### src/rtl/fetch_unit_pkg.sv
// Shared widths, reset PC and the fetch-buffer entry record.
package fetch_unit_pkg;
  localparam int XLEN = 32;
  localparam int ILEN = 32;

  localparam logic [XLEN-1:0] PC_RESET = 32'h0000_3000;

  typedef struct packed {
    logic [XLEN-1:0] pc;
    logic [ILEN-1:0] instr;
  } fetch_entry_t;
endpackage

### src/rtl/fetch_unit_if.sv
// Fetch-side bus: instruction memory port, redirect input, instruction output.
interface fetch_unit_if;
  import fetch_unit_pkg::*;

  logic            imem_req;
  logic [XLEN-1:0] imem_addr;
  logic [ILEN-1:0] imem_rdata;
  logic            redirect_valid;
  logic [XLEN-1:0] redirect_target;
  logic            instr_valid;
  logic            instr_ready;
  logic [ILEN-1:0] instr;
  logic [XLEN-1:0] instr_pc;

  // fetch unit side
  modport master (
    output imem_req, imem_addr, instr_valid, instr, instr_pc,
    input  imem_rdata, redirect_valid, redirect_target, instr_ready
  );

  // memory / downstream side
  modport slave (
    input  imem_req, imem_addr, instr_valid, instr, instr_pc,
    output imem_rdata, redirect_valid, redirect_target, instr_ready
  );
endinterface

### src/rtl/fetch_fifo.sv
// Two-entry in-order instruction buffer; head is always a register.
module fetch_fifo
  import fetch_unit_pkg::*;
#(
  parameter logic [XLEN-1:0] RESET_PC = PC_RESET
) (
  input  logic         clk,
  input  logic         reset,
  input  logic         push_i,
  input  fetch_entry_t push_data_i,
  input  logic         pop_i,
  input  logic         flush_i,
  output logic [1:0]   count_o,
  output fetch_entry_t head_o
);
  fetch_entry_t head_q, head_d;
  fetch_entry_t tail_q, tail_d;
  logic [1:0]   count_q, count_d;

  // Next-state: flush beats everything; pop shifts tail into head so
  // the head only changes when it is consumed or the buffer was empty.
  always_comb begin
    head_d  = head_q;
    tail_d  = tail_q;
    count_d = count_q;
    if (flush_i) begin
      count_d = 2'd0;
    end else begin
      case ({push_i, pop_i})
        2'b10: begin
          if (count_q == 2'd0) head_d = push_data_i;
          else                 tail_d = push_data_i;
          count_d = count_q + 2'd1;
        end
        2'b01: begin
          head_d  = tail_q;
          count_d = count_q - 2'd1;
        end
        2'b11: begin
          if (count_q == 2'd1) begin
            head_d = push_data_i;
          end else begin
            head_d = tail_q;
            tail_d = push_data_i;
          end
        end
        default: ;
      endcase
    end
  end

  // Storage registers; head resets to the reset PC with a zero word.
  always_ff @(posedge clk or negedge reset) begin
    if (!reset) begin
      head_q.pc    <= RESET_PC;
      head_q.instr <= '0;
      tail_q       <= '0;
      count_q      <= 2'd0;
    end else begin
      head_q  <= head_d;
      tail_q  <= tail_d;
      count_q <= count_d;
    end
  end

  assign count_o = count_q;
  assign head_o  = head_q;
endmodule

### src/rtl/fetch_unit.sv
// Instruction fetch: PC generation, request credit, redirect squash.
module fetch_unit #(
  parameter logic [31:0] PC_RESET  = fetch_unit_pkg::PC_RESET,
  parameter int          BUF_DEPTH = 2   // only 2 is supported
) (
  input  logic clk,
  input  logic reset,
  fetch_unit_if.master bus
);
  import fetch_unit_pkg::*;

  localparam logic [2:0] CREDITS = 3'(BUF_DEPTH);

  logic [XLEN-1:0] fetch_pc_q, fetch_pc_d;
  logic [XLEN-1:0] resp_pc_q, resp_pc_d;   // PC of the request now in flight
  logic            inflight_q, inflight_d;

  logic         pop, push, issue;
  logic [1:0]   count;
  logic [2:0]   pending;
  fetch_entry_t push_entry, head;

  assign pop  = (count != 2'd0) & bus.instr_ready;
  // A response landing in a redirect cycle belongs to the old stream.
  assign push = inflight_q & ~bus.redirect_valid;

  // Slots already committed after this cycle's pop; request only if one is free.
  assign pending = {1'b0, count} + {2'b00, inflight_q} - {2'b00, pop};
  assign issue   = reset & ~bus.redirect_valid & (pending < CREDITS);

  assign push_entry = '{pc: resp_pc_q, instr: bus.imem_rdata};

  // PC / in-flight next state: redirect overrides, otherwise advance on issue.
  always_comb begin
    fetch_pc_d = fetch_pc_q;
    resp_pc_d  = resp_pc_q;
    inflight_d = issue;
    if (bus.redirect_valid) begin
      fetch_pc_d = bus.redirect_target & ~32'd3;
    end else if (issue) begin
      fetch_pc_d = fetch_pc_q + 32'd4;
      resp_pc_d  = fetch_pc_q;
    end
  end

  // PC and credit state registers.
  always_ff @(posedge clk or negedge reset) begin
    if (!reset) begin
      fetch_pc_q <= PC_RESET;
      resp_pc_q  <= PC_RESET;
      inflight_q <= 1'b0;
    end else begin
      fetch_pc_q <= fetch_pc_d;
      resp_pc_q  <= resp_pc_d;
      inflight_q <= inflight_d;
    end
  end

  fetch_fifo #(.RESET_PC(PC_RESET)) u_fifo (
    .clk        (clk),
    .reset      (reset),
    .push_i     (push),
    .push_data_i(push_entry),
    .pop_i      (pop),
    .flush_i    (bus.redirect_valid),
    .count_o    (count),
    .head_o     (head)
  );

  assign bus.imem_req    = issue;
  assign bus.imem_addr   = fetch_pc_q;
  assign bus.instr_valid = (count != 2'd0);
  assign bus.instr       = head.instr;
  assign bus.instr_pc    = head.pc;
endmodule

### src/flat_wrapper.sv
// flat-port wrapper written by rule: the top's interface ports become plain ports
module fetch_unit_flat import fetch_unit_pkg::*;
#(
  parameter logic [31:0] PC_RESET  = fetch_unit_pkg::PC_RESET,
  parameter int          BUF_DEPTH = 2                         
)
  (clk, reset, bus_imem_req, bus_imem_addr, bus_instr_valid, bus_instr, bus_instr_pc, bus_imem_rdata, bus_redirect_valid, bus_redirect_target, bus_instr_ready);
  fetch_unit_if bus_i ();
  input  logic clk;
  input  logic reset;
  output wire logic [$bits(bus_i.imem_req)-1:0] bus_imem_req;
  output wire logic [$bits(bus_i.imem_addr)-1:0] bus_imem_addr;
  output wire logic [$bits(bus_i.instr_valid)-1:0] bus_instr_valid;
  output wire logic [$bits(bus_i.instr)-1:0] bus_instr;
  output wire logic [$bits(bus_i.instr_pc)-1:0] bus_instr_pc;
  input wire logic [$bits(bus_i.imem_rdata)-1:0] bus_imem_rdata;
  input wire logic [$bits(bus_i.redirect_valid)-1:0] bus_redirect_valid;
  input wire logic [$bits(bus_i.redirect_target)-1:0] bus_redirect_target;
  input wire logic [$bits(bus_i.instr_ready)-1:0] bus_instr_ready;
  assign bus_imem_req = bus_i.imem_req;
  assign bus_imem_addr = bus_i.imem_addr;
  assign bus_instr_valid = bus_i.instr_valid;
  assign bus_instr = bus_i.instr;
  assign bus_instr_pc = bus_i.instr_pc;
  assign bus_i.imem_rdata = bus_imem_rdata;
  assign bus_i.redirect_valid = bus_redirect_valid;
  assign bus_i.redirect_target = bus_redirect_target;
  assign bus_i.instr_ready = bus_instr_ready;
  fetch_unit #(.PC_RESET(PC_RESET), .BUF_DEPTH(BUF_DEPTH)) u_core (.clk(clk), .reset(reset), .bus(bus_i));
endmodule
### config.mk
export PLATFORM = sky130hd
export DESIGN_NAME = fetch_unit_flat
export DESIGN_NICKNAME = d
export VERILOG_FILES = /design/src/rtl/fetch_unit_pkg.sv /design/src/rtl/fetch_unit_if.sv /design/src/rtl/fetch_fifo.sv /design/src/rtl/fetch_unit.sv /design/src/flat_wrapper.sv
export SDC_FILE = /design/constraint.sdc
export NUM_CORES = 1
export LEC_CHECK = 0
export CORE_UTILIZATION = 54
export CTS_BUF_LIST = sky130_fd_sc_hd__clkbuf_4 sky130_fd_sc_hd__clkbuf_8
export DETAILED_ROUTE_END_ITERATION = 6
export PLACE_DENSITY = 0.91
export SLEW_MARGIN = 25
export SYNTH_ARGS = -nofsm -noshare
export SYNTH_HDL_FRONTEND = slang
export SYNTH_SLANG_ARGS = --single-unit
### constraint.sdc
create_clock -name clk -period 4.3 [get_ports clk]
set_input_delay 0.86 -clock clk [delete_from_list [all_inputs] [get_ports clk]]
set_output_delay 0.86 -clock clk [all_outputs]
set_load 0.05 [all_outputs]
# After elaboration in Yosys (flattened, before gate mapping)
# Cells that the tools add are included.
[totals]
elab_cells = 45
reg_bits = 195
ramBits = 0
n_memories = 0
latchBits = 0
mem_bits_ro = 0
in_bits = 68
output_inout_bits = 98
[op_classes]
n_eq_ne = 7
n_div = 0
muxes = 10
n_mul = 0
addsub = 5
bitwise = 5
reduce_logical = 9
order_cmp = 1
n_shift = 0
[op_table]
columns = ["op", "count"]
rows = [
  ["two-way mux 64 bit", 4],
  ["one-hot mux 64 bit (3 select lines)", 1],
  ["one-hot mux 64 bit (2 select lines)", 1],
  ["two-way mux 32 bit", 2],
  ["adder 32 x 3 -> 32 bit, second input constant", 1],
  ["!= test 2 bit, second input constant", 3],
  ["nonzero test 2 bit", 3],
  ["nonzero test 3 bit", 2],
  ["AND 1 bit", 4],
  ["equality test 2 x 1 -> 1 bit, second input constant", 2],
  ["equality test 2 bit, second input constant", 2],
  ["one-hot mux 2 bit (2 select lines)", 1],
  ["AND reduction 4 bit", 1],
  ["adder 2 x 1 -> 3 bit", 1],
  ["< comparator 3 x 2 -> 1 bit, second input constant", 1],
  ["AND reduction 3 bit", 1],
  ["subtractor 3 x 1 -> 3 bit", 1],
  ["adder 2 x 1 -> 2 bit, second input constant", 1],
  ["zero test 2 bit", 1],
  ["two-way mux 2 bit", 1],
  ["AND reduction 2 bit", 1],
  ["subtractor 2 x 1 -> 2 bit, second input constant", 1],
  ["inverter 1 bit", 1],
]

# Depth between registers and ports, before layout
[logic_depth]
word_depth = 7
depth_mapped = 15
ltp_nobuf = 13

# By module
# A second synthesis with hierarchy kept.
[hier_totals]
cells_unflattened = 705
hier_area_um2 = 8971.1
[modules_own_cells]
columns = ["module", "cells_each", "seq_area_each_um2", "area_each_um2", "n_inst"]
rows = [
  ["fetch_fifo", 361, 3255.6, 5906.9, 1],
  ["fetch_unit", 344, 1531.5, 3064.2, 1],
]

# Least setup slack after synthesis
# Ideal clock, no wire load.
[synth_timing]
path_kind = "reg2out"
start = "register u_core.u_fifo.count_q[1] (netlist: u_core.u_fifo.count_o[1])"
end = "output bus_imem_req"
t_required_ns = 3.440
path_stages_with_launch = 14
path_buffers = 3
slack_ns = 0.269
arrival_time_ns = 3.171
cell_sequence = "dfrtp_1 inv_1 ha_1 inv_1 nand2_1 xnor2_1 nand2_1 fa_1 xor2_1 or3_1 buf_2 clkinv_4 buf_4 buf_2"
[synth_between]
elab_chain_cells = 5
word_cells_on_any_way = 6
classes_between = "2 x add/sub; 1 x order compare; 2 x bitwise; 1 x reduce/logical"
[synth_rtl]
columns = ["element", "line_no", "rtl"]
rows = [
  ["from (decl)", "fetch_fifo.sv:18", "logic [1:0] count_q, count_d;"],
  ["from (signal assigned)", "fetch_fifo.sv:62", "count_q <= count_d;"],
  ["nonzero test 2 bit", "n/a", ""],
  ["net bus_instr_valid", "flat_wrapper.sv:13", "output wire logic [$bits(bus_i.instr_valid)-1:0] bus_instr_valid;"],
  ["AND 1 bit", "fetch_unit.sv:23", "assign pop = (count != 2'd0) & bus.instr_ready;"],
  ["subtractor 3 x 1 -> 3 bit", "fetch_unit.sv:28", "assign pending = {1'b0, count} + {2'b00, inflight_q} - {2'b00, pop};"],
  ["< comparator 3 x 2 -> 1 bit", "fetch_unit.sv:29", "assign issue = reset & ~bus.redirect_valid & (pending < CREDITS);"],
  ["AND 1 bit", "fetch_unit.sv:29", ""],
  ["to (decl)", "flat_wrapper.sv:11", "output wire logic [$bits(bus_i.imem_req)-1:0] bus_imem_req;"],
]
# The timed path passes the listed nets, and every way through them passes these cells.

# Worst setup path after layout
[layout_timing]
start = "register u_core.u_fifo.count_q[1] (netlist: u_core.u_fifo.count_o[1])"
end = "output bus_imem_req"
[layout_between]
elab_chain_cells = 5
word_cells_on_any_way = 6
classes_between = "2 x add/sub; 1 x order compare; 2 x bitwise; 1 x reduce/logical"
[layout_rtl]
columns = ["element", "line_no"]
rows = [
  ["branches (longest 2 deep; another with adder 2 x 1 -> 3 bit)", "n/a"],
  ["subtractor 3 x 1 -> 3 bit *", "fetch_unit.sv:28"],
  ["< comparator 3 x 2 -> 1 bit *", "fetch_unit.sv:29"],
  ["AND 1 bit *", "fetch_unit.sv:29"],
]
# Mark *: on every way between the ends.

==> summary.txt <==
Routing
  • DR pass1 iterations: 5
  • DRC viols: 0
  • Starting DRC count in detailed routing: approximately 600
  • Routed Antenna Nets: 0
  • DRT Wirelength: around 19000 um
  • Drt wl/cell: 17.3 um
  • Vias: 6335
  • Vias per cell: around 5.8

Floorplan
  • IO Pins: ~170
  • Die Ht: approximately 130 um
  • Chip Width: around 130 um
  • Core ar.: 14800 um2
  • Die ar.: approximately 16000 um2
  • Row cnt: 44
  • Initial Util: between 50% and 60%

Pwr
  • Seq pwr share: a little over a third
  • Clock power share: approximately 15%
  • Cell Int Power: 4.63 mW
  • Combinational Power Share: 48.6%
  • Power per Cell Area: roughly 800 nW/um2
  • Net Sw Power: roughly 3.6 mW
  • Max IR drop VDD: around 320 uV
  • Sw Ratio: between 40 and 50%
  • Overall Power: ~8.3 mW
  • Static leakage: between 4 and 5 nW

Place
  • HPWL Detailed: between 10000 and 15000 um
  • GPL Wtd Cong: 0.862
  • I/O Buffers: 161
  • Pre-CTS setup slack: approximately 310 ps
  • Post-Place Cells: 1069

Run
  • Max-Cap Viols: 0

Setup path
  • Reg2reg end: u_core.bus.imem_addr[20]$_DFFE_PN0P_
  • Crit path launch: u_core.u_fifo.count_o[1]$_DFFE_PN0P_
  • CP required: approximately 3400 ps
  • Worst Path Arrival: a little over 3000 ps
  • R2R cell count: 14
  • CP Capture Type: primary output
  • Flop-to-flop setup slack: about 700 ps
  • Critical Path Sink: bus_imem_req
  • Critical path class: reg2out
  • RR Startpoint: u_core.u_fifo.count_o[1]$_DFFE_PN0P_
  • CP Max Fanout: 4
  • Crit start category: flop

Synth
  • XOR/XNOR Fraction of Synth Area: less than 1%
  • Ys Warns: 0
  • Register area share after synthesis: between 50% and 60%
  • Post-Syn Instances: 760
  • Post-Synth Simple-Gate Area: between 10% and 20%
  • Compound-Gate Fraction of Synth Area: 8.93%
  • Top_reg_cell synth: dfrtp_1
  • Ys async rst share: 100%
  • Syn Area/Cell: between 10 and 15 um2
  • Multiplexer area fraction after synthesis: 16.4%
  • Adder and majority gate portion of the synthesized area: 0.933%
  • Synthesized cell area: 8310 um2
  • Largest family of logic cells by synthesized area: multiplexers
  • Post-synth EDFFs: 0
  • Number of distinct library cells after synthesis: 45
  • Yosys reg bits: approximately 190

GRT
  • GR Util met1: between 30% and 40%
  • Busiest grt layer: met2
  • GRT Util Overall: 25.6%
  • Initial antenna violation count: 0
  • Largest net degree at the start of global routing: roughly 180
  • First-pass GRT wire length: between 30000 and 40000 um
  • Number of global-route vias before repair: 6362
  • Overflow left after global routing: 0
  • GR Layer Usage met3: under 10%
  • Grt met2 use: roughly two fifths

Final layout
  • Most frequent cells in the layout: 182 x dfrtp_1, 159 x clkdlybuf4s50_1, 121 x nand2_1, 72 x nor2_1, 71 x a21oi_1
  • Fin nets: around 1000
  • Final Core Density: between 70% and 80%
  • Commonest non-fill, non-tap cell in the layout: dfrtp_1
  • Antenna cells: 0
  • Syn-to-layout area delta: 26.5%
  • Final Non-Filler Cells: between 1000 and 1500
  • Fillers: 1031
  • Layout cells sized above 1: 13.6%

STA
  • Worst-margin pin slew: between 900 and 1000 ps
  • Final hold vios: 0
  • Final worst path period share: 92.3%
  • Fin Setup TNS: 0 ps
  • Unrepaired setup endpoints after global routing: no
  • Final min period: slightly below 4000 ps
  • Setup WS post-layout: between 300 and 400 ps
  • Slew Limit Fails: 0
  • Slew headroom: about two fifths
  • Final setup fails: 0
  • Worst clock skew: 14.3 ps
  • Achievable Freq: between 0.2 and 0.3 GHz

Clocking
  • H-tree levels: 4
  • Post-CTS setup buffers: 0
  • Clock transition at path regs: ~100 ps
  • Hold bufs inserted after CTS: 0
  • Clock buffer count from CTS: 17
  • # clock sinks: between 150 and 200
  • Clk_lat worst skew: ~470 ps
  • CTS tree: yes
  • Root buffer cell: clkbuf_8
  • Clk buf depth: 2
  • PostCTS Resize Cnt: 0

Run status
  • Status: finished, final reports clean

Hold path
  • Hold Crit Class: in2async
-- worst min-delay path by stage --
| stage | start | to | cells past startpoint |
|---|---|---|---|
| after global routing | reset | u_core.u_fifo.head_o[38]$_DFFE_PN0P_ | 1 |
| final | reset | u_core.u_fifo.head_o[38]$_DFFE_PN0P_ | 1 |
| after floorplan | u_core.resp_pc_q[12]$_DFFE_PN1P_ | u_core.resp_pc_q[12]$_DFFE_PN1P_ | 2 |
| after CTS | reset | u_core.u_fifo.head_o[38]$_DFFE_PN0P_ | 1 |
| after detailed placement | u_core.resp_pc_q[13]$_DFFE_PN1P_ | u_core.resp_pc_q[13]$_DFFE_PN1P_ | 2 |
| after global placement | u_core.resp_pc_q[13]$_DFFE_PN1P_ | u_core.resp_pc_q[13]$_DFFE_PN1P_ | 2 |
-- cell usage after synthesis, types with 10 or more instances --
cell type  count  area share (%)
inv_1         10            0.45
nor2_1        72             3.3
clkbuf_1      19            0.86
nand3_1       17             1.0
nand2_1      121             5.5
a21oi_1       72             4.3
mux2i_1       65             7.8
buf_2         21             1.3
nand4_1       13            0.98
mux2_2        63             8.5
dfrtp_1      182              55
o21ai_0       13            0.78
-- area by class of cell --
cell class              instances  area, um2  share of cell area, %
multi-input cells             515       3360                   31.9
repair buffers                171       1750                   16.6
clock buffers                  19        255                   2.43
clock inverters                13        163                   1.55
well taps                     184        230                   2.19
flip-flops and latches        188       4710                   44.8
inverters                      11       46.3                  0.440
-- power groups by stage --
stage                     clock network, mW  logic [mW]  registers, mW
after floorplan                           0        1.59           4.16
after global placement                    0        3.92           3.00
after detailed placement                  0        4.02           3.05
after CTS                              1.25        4.05           3.01
after global routing                   1.32        4.30           3.12
final                                  1.23        4.02           3.02
-- registers in the layout (all words and copies together), names as in the netlist --
signal                 count
u_core.u_fifo.head_o      63
u_core.u_fifo.tail_q      62
u_core.bus.imem_addr      30
u_core.resp_pc_q          30
u_core.u_fifo.count_o      2
u_core.inflight_q          1
-- cell families (layout without fill, tap and decap cells) --
group,Yosys count,count (layout)
compound gates,123,123
other cells,1,2
flops,188,188
fa+ha+maj,6,6
xor+xnor,6,6
mux,128,128
buf+inv,58,214
simple gates,250,250
-- stage by stage --
stage | hold slack [ps] | area, um2
after floorplan | 445 | 8310
after global placement | 456 | 10100
after detailed placement | 458 | 10100
after CTS | 188 | 10500
after global routing | 185 | 10500
final | 206 | 10500
-- layer usage --
metal  vias up  wire length, um  part of all wire, %
li1       2940                -                    -
met1      3050             8400                   44
met2       296             8740                   46
met3        49             1450                  7.6
met4         0              403                  2.1
met5         -                0                    0
-- critical path, stage by stage, from the launching register on --
cell and delay (ps):
dfrtp_1 460, inv_1 120, ha_1 220, inv_1 110
nand2_1 90, xnor2_1 210, nand2_1 110, fa_1 380
xor2_1 180, or3_2 520, clkinv_4 100, buf_12 130
Note: power is estimated with default switching activity, not from simulation.
